`src/rtl/adder_acc_pipe.sv`:
```
// adder_acc_pipe: two-stage multi-operand adder with running accumulator and valid/ready flow.
// Define ADDER_ACC_SAT_EN to saturate sum and accumulator on overflow; default build wraps.
module adder_acc_pipe #(
   parameter int unsigned NUM_OPS = 4,
   parameter int unsigned OP_W    = 8,
   parameter int unsigned SUM_W   = 10
) (
   input  logic                    clk,
   input  logic                    rst_n,
   input  logic                    in_valid_i,
   output logic                    in_ready_o,
   input  logic [NUM_OPS*OP_W-1:0] ops_i,
   input  logic                    cin_i,
   input  logic                    accum_i,
   input  logic                    clear_i,
   output logic                    out_valid_o,
   input  logic                    out_ready_i,
   output logic [SUM_W-1:0]        sum_o,
   output logic                    sum_zero_o,
   output logic                    overflow_o
);

   localparam int unsigned TW = OP_W + $clog2(NUM_OPS + 1);
   localparam int unsigned RW = ((SUM_W > TW) ? SUM_W : TW) + 1;

   logic             s1_valid_q;
   logic [TW-1:0]    s1_tot_q;
   logic             s1_accum_q;
   logic [SUM_W-1:0] acc_q;
   logic             out_valid_q;
   logic [SUM_W-1:0] sum_q;
   logic             sum_zero_q;
   logic             overflow_q;

   logic [TW-1:0]    beat_tot;
   logic             s2_load;
   logic [SUM_W-1:0] base;
   logic [RW-1:0]    res;
   logic             ovf_d;
   logic [SUM_W-1:0] sum_d;

   always_comb begin
      beat_tot = TW'(cin_i);
      for (int unsigned k = 0; k < NUM_OPS; k++) begin
         beat_tot = beat_tot + TW'(ops_i[k*OP_W +: OP_W]);
      end
   end

   // Clear overrides accumulate so a beat loading alongside clear starts a fresh total.
   always_comb begin
      s2_load = s1_valid_q && (!out_valid_q || out_ready_i);
      base    = (clear_i || !s1_accum_q) ? '0 : acc_q;
      res     = RW'(base) + RW'(s1_tot_q);
      ovf_d   = |res[RW-1:SUM_W];
`ifdef ADDER_ACC_SAT_EN
      sum_d   = ovf_d ? '1 : res[SUM_W-1:0];
`else
      sum_d   = res[SUM_W-1:0];
`endif
   end

   assign in_ready_o = !s1_valid_q || s2_load;

   always_ff @(posedge clk or negedge rst_n) begin
      if (!rst_n) begin
         s1_valid_q <= 1'b0;
         s1_tot_q   <= '0;
         s1_accum_q <= 1'b0;
      end else if (in_valid_i && in_ready_o) begin
         s1_valid_q <= 1'b1;
         s1_tot_q   <= beat_tot;
         s1_accum_q <= accum_i;
      end else if (s2_load) begin
         s1_valid_q <= 1'b0;
      end
   end

   always_ff @(posedge clk or negedge rst_n) begin
      if (!rst_n) begin
         acc_q <= '0;
      end else if (s2_load) begin
         acc_q <= sum_d;
      end else if (clear_i) begin
         acc_q <= '0;
      end
   end

   always_ff @(posedge clk or negedge rst_n) begin
      if (!rst_n) begin
         out_valid_q <= 1'b0;
         sum_q       <= '0;
         sum_zero_q  <= 1'b0;
         overflow_q  <= 1'b0;
      end else if (s2_load) begin
         out_valid_q <= 1'b1;
         sum_q       <= sum_d;
         sum_zero_q  <= (sum_d == '0);
         overflow_q  <= ovf_d;
      end else if (out_valid_q && out_ready_i) begin
         out_valid_q <= 1'b0;
      end
   end

   assign out_valid_o = out_valid_q;
   assign sum_o       = sum_q;
   assign sum_zero_o  = sum_zero_q;
   assign overflow_o  = overflow_q;

endmodule

```
`config.mk`:
```
export PLATFORM = sky130hd
export DESIGN_NAME = adder_acc_pipe
export DESIGN_NICKNAME = d
export VERILOG_FILES = /design/src/rtl/adder_acc_pipe.sv
export SDC_FILE = /design/constraint.sdc
export NUM_CORES = 1
export LEC_CHECK = 0
export CELL_PAD_IN_SITES_DETAIL_PLACEMENT = 2
export CELL_PAD_IN_SITES_GLOBAL_PLACEMENT = 2
export CORE_AREA = 5 5 100 102
export CTS_CLUSTER_DIAMETER = 40
export CTS_CLUSTER_SIZE = 40
export DETAILED_ROUTE_END_ITERATION = 10
export DIE_AREA = 0 0 105 107
export GPL_TIMING_DRIVEN = 0
export HOLD_SLACK_MARGIN = 0.08
export PLACE_DENSITY_LB_ADDON = 0.1
export SYNTH_ARGS = -nofsm -noshare
export SYNTH_HDL_FRONTEND = slang
export SYNTH_SLANG_ARGS = --single-unit
```
`constraint.sdc`:
```
create_clock -name clk -period 2.9 [get_ports clk]
set_clock_uncertainty 0.1 [all_clocks]
set_input_delay 0.29 -clock clk [delete_from_list [all_inputs] [get_ports clk]]
set_output_delay 0.29 -clock clk [all_outputs]
set_load 0.005 [all_outputs]
```
==> impl_metrics.toml <==
[grt]
grt_max_degree = 36
antenna_found_initial = 0
overflow = 0
track_usage = 0.123
grt_pass1_wl_mm = 11.3
grt_pass1_vias = 2331

[clock_network]
cts.sinks = 35
clock-root-buffer = "clkbuf_8"
path_clk_slew_ns = 0.08
clk_latency_ns = 0.29
tritoncts = "done"
clockBufferDepth = 2
numCtsBuffers = 5
htreeDepth = 2

[cells_and_area]
multi_input_area_um2 = 1620
area_delta_synth_final_pct = 39.7
final_nets = 414
antennaDiodeCount = 0
final_area_um2 = 3560
fillers = 991
layout-drive-gt1-share = 0.235
regArea_um2 = 876

[placement]
portBuffers = 52
hpwl_mm = 5.07
place_area_um2 = 3210
routabilityCongestion = 0.711
pre_cts_ws_ns = -0.720

[logic_synthesis]
yosysWarnings = 0
async_reset_ff_frac = 1.00
synth_edf_count = 0
synth_flop_cell = "dfrtp_1"
ys_seq_area_frac = 0.344
synth.net_count = 340
ys_types = 43
avgSynthCellArea_um2 = 9.62
ys_ff_latch = 35
syn-cell-area_um2 = 2550
syn_inst = 265

[drt]
wl_per_cell_um = 14.3
vias = 2060
initialDrtViolationCount = 32
viasPerCell = 4.57
drt_drc_violations_left = 0
ant_nets = 0
firstDrtPassIters = 3
totalWireLength_mm = 6.44

[power]
pwr_density_cell_nw_per_um2 = 723
report.power.total_w = 0.00258
p_leak_nw = 1.73
peakVddDrop_mv = 0.205

[timing]
slew_viol_final = 0
hold_slack_ns = 0.380
period_share = 0.998
fmax_ghz = 0.345
slew_headroom = 0.469
hold_viol = 0
rsz0062_at_grt = "true"
worst_pin_slew_ns = 0.797
fin_crit_ns = 2.89
setup_viol = 0
fin_ws_ns = 0.00556

[setup_path]
worst-r2r-cell-count = 11
worstReg2RegEnd = "sum_zero_o"
endpoint = "s1_tot_q[7]"
worst-setup-path-type = "primary input to flop"
timing.rr.start = "s1_accum_q"
crit_start = "ops_i[1]"
r2r_setup_slack_ns = 0.22
cp-start-kind = "primary input"
endpoint_kind = "flop"
required_ns = 2.98
arrival_ns = 2.97
critical_path.max_fanout = 2

[floorplanning]
die_x_um = 105
dieHeight_um = 107
io_pins = 53
fp.dieArea_um2 = 11200
core_area_um2 = 9020
rows = 35
initial_core_util = 0.283

[hold_path]
hold_path_startpoint = "sum_o[5]"
hold_class = "flop to flop"

[run_status]
status = "finished clean"

[run]
maxCapViolCount = 0
layout make-up:
class | instances | share of cell area
Multi-Input combinational cell | 176 | 0.454
Sequential cell | 35 | 0.246
Timing Repair Buffer | 67 | 0.170
Inverter | 50 | 0.0527
Tap cell | 111 | 0.0390
Clock buffer | 5 | 0.0193
Clock inverter | 3 | 0.0123
Buffer | 4 | 0.00703
worst min-delay path by stage:
stage	end	slack, ns	depth (start not counted)
after floorplan	acc_q[0]	-0.11	0
after global placement	acc_q[5]	0.35	1
after detailed placement	acc_q[2]	0.34	1
after CTS	sum_o[5]	0.39	1
after global routing	sum_o[2]	0.41	1
final	sum_o[5]	0.38	1
metal layers:
metal / vias up / wire length, um / GRT usage
met4: 0 / 115 / 0.0457
met5: - / 0 / 0
met2: 45 / 3180 / 0.209
met3: 10 / 194 / 0.0193
met1: 998 / 2950 / 0.158
li1: 1007 / - / -
state kept, by name, summed over array words and instances (netlist names):
name         count
overflow_o       1
sum_zero_o       1
s1_accum_q       1
acc_q           10
out_valid_o      1
s1_valid_q       1
s1_tot_q        10
sum_o           10
metrics by stage:
stage,TNS [ns],utilization,instances
finish,0,0.395,451
detailed placement,-6.52,0.356,428
global route,-0.139,0.395,451
CTS,0,0.387,447
floorplan,0,-,265
global placement,-6.30,0.356,428
critical path: stages:
cell and delay [ns]:
buf_6 0.07, inv_2 0.03, fa_1 0.48, fa_1 0.51, inv_2 0.05, ha_4 0.15, inv_2 0.05, fa_2 0.23
nor2b_4 0.05, o21ai_4 0.15, a21boi_2 0.09, o21a_1 0.21, or3_4 0.37, a41o_1 0.25
synth_stat cells (2+ instances only):
master / number / share of area
mux2_2: 5 / 0.022
o21a_1: 3 / 0.0088
nand2_1: 26 / 0.038
nand2b_1: 4 / 0.0098
nor2b_1: 2 / 0.0049
nand3_1: 3 / 0.0059
xnor2_1: 4 / 0.014
o21ai_0: 17 / 0.033
xor2_1: 5 / 0.017
a31oi_1: 2 / 0.0049
and2_1: 11 / 0.027
nor3_1: 2 / 0.0039
a22o_1: 3 / 0.010
ha_1: 18 / 0.088
a21oi_1: 8 / 0.016
o31ai_1: 2 / 0.0059
nor3b_1: 2 / 0.0059
dfrtp_1: 35 / 0.34
clkbuf_1: 3 / 0.0044
a21o_1: 10 / 0.029
o2111ai_1: 2 / 0.0069
nor2_1: 10 / 0.015
inv_1: 50 / 0.074
fa_1: 18 / 0.14
nand3b_1: 2 / 0.0059
cell usage in the layout, fill, tap and decap left out, drive strengths merged, types with 3 or more instances in the layout:
master,n
mux2,5
xnor2,4
a21o,10
nand2,26
ha,18
nor2b,3
and2,12
buf,18
nor2,10
fa,18
clkbuf,13
a21oi,8
xor2,5
o21a,3
a22o,3
clkdlybuf4s15,5
inv,50
dlygate4sd2,5
dfrtp,35
o31ai,3
o21ai,18
clkdlybuf4s50,33
nand3,3
nand2b,4
where the power goes:
part / switching, W / leakage, nW / internal, W
Combinational: 0.000615 / 1.24 / 0.000714
Clock: 0.000201 / 0.0581 / 0.000256
Sequential: 0.000108 / 0.433 / 0.000680
cells by family (layout without fill, tap and decap cells):
group                    after synthesis  after routing  share of synthesized area
AND/OR/NAND/NOR                       69             69                      0.141
XOR/XNOR                               9              9                     0.0309
AO/OA/AOI/OAI                         57             57                      0.149
flip-flops                            35             35                      0.344
adder cells (fa/ha/maj)               36             36                      0.230
buffers and inverters                 54            129                     0.0835
multiplexers                           5              5                     0.0221
repair_timing:
item / CTS / global route
buffers inserted: 10 / 5
endpoints found under the setup margin: 8 / 6
resized for setup: 57 / 24
hold buffers: 1 / 0
endpoints found under the hold margin: 35 / 0
pin swaps: 23 / 18
No activity file was read; power rests on OpenSTA's default activity.
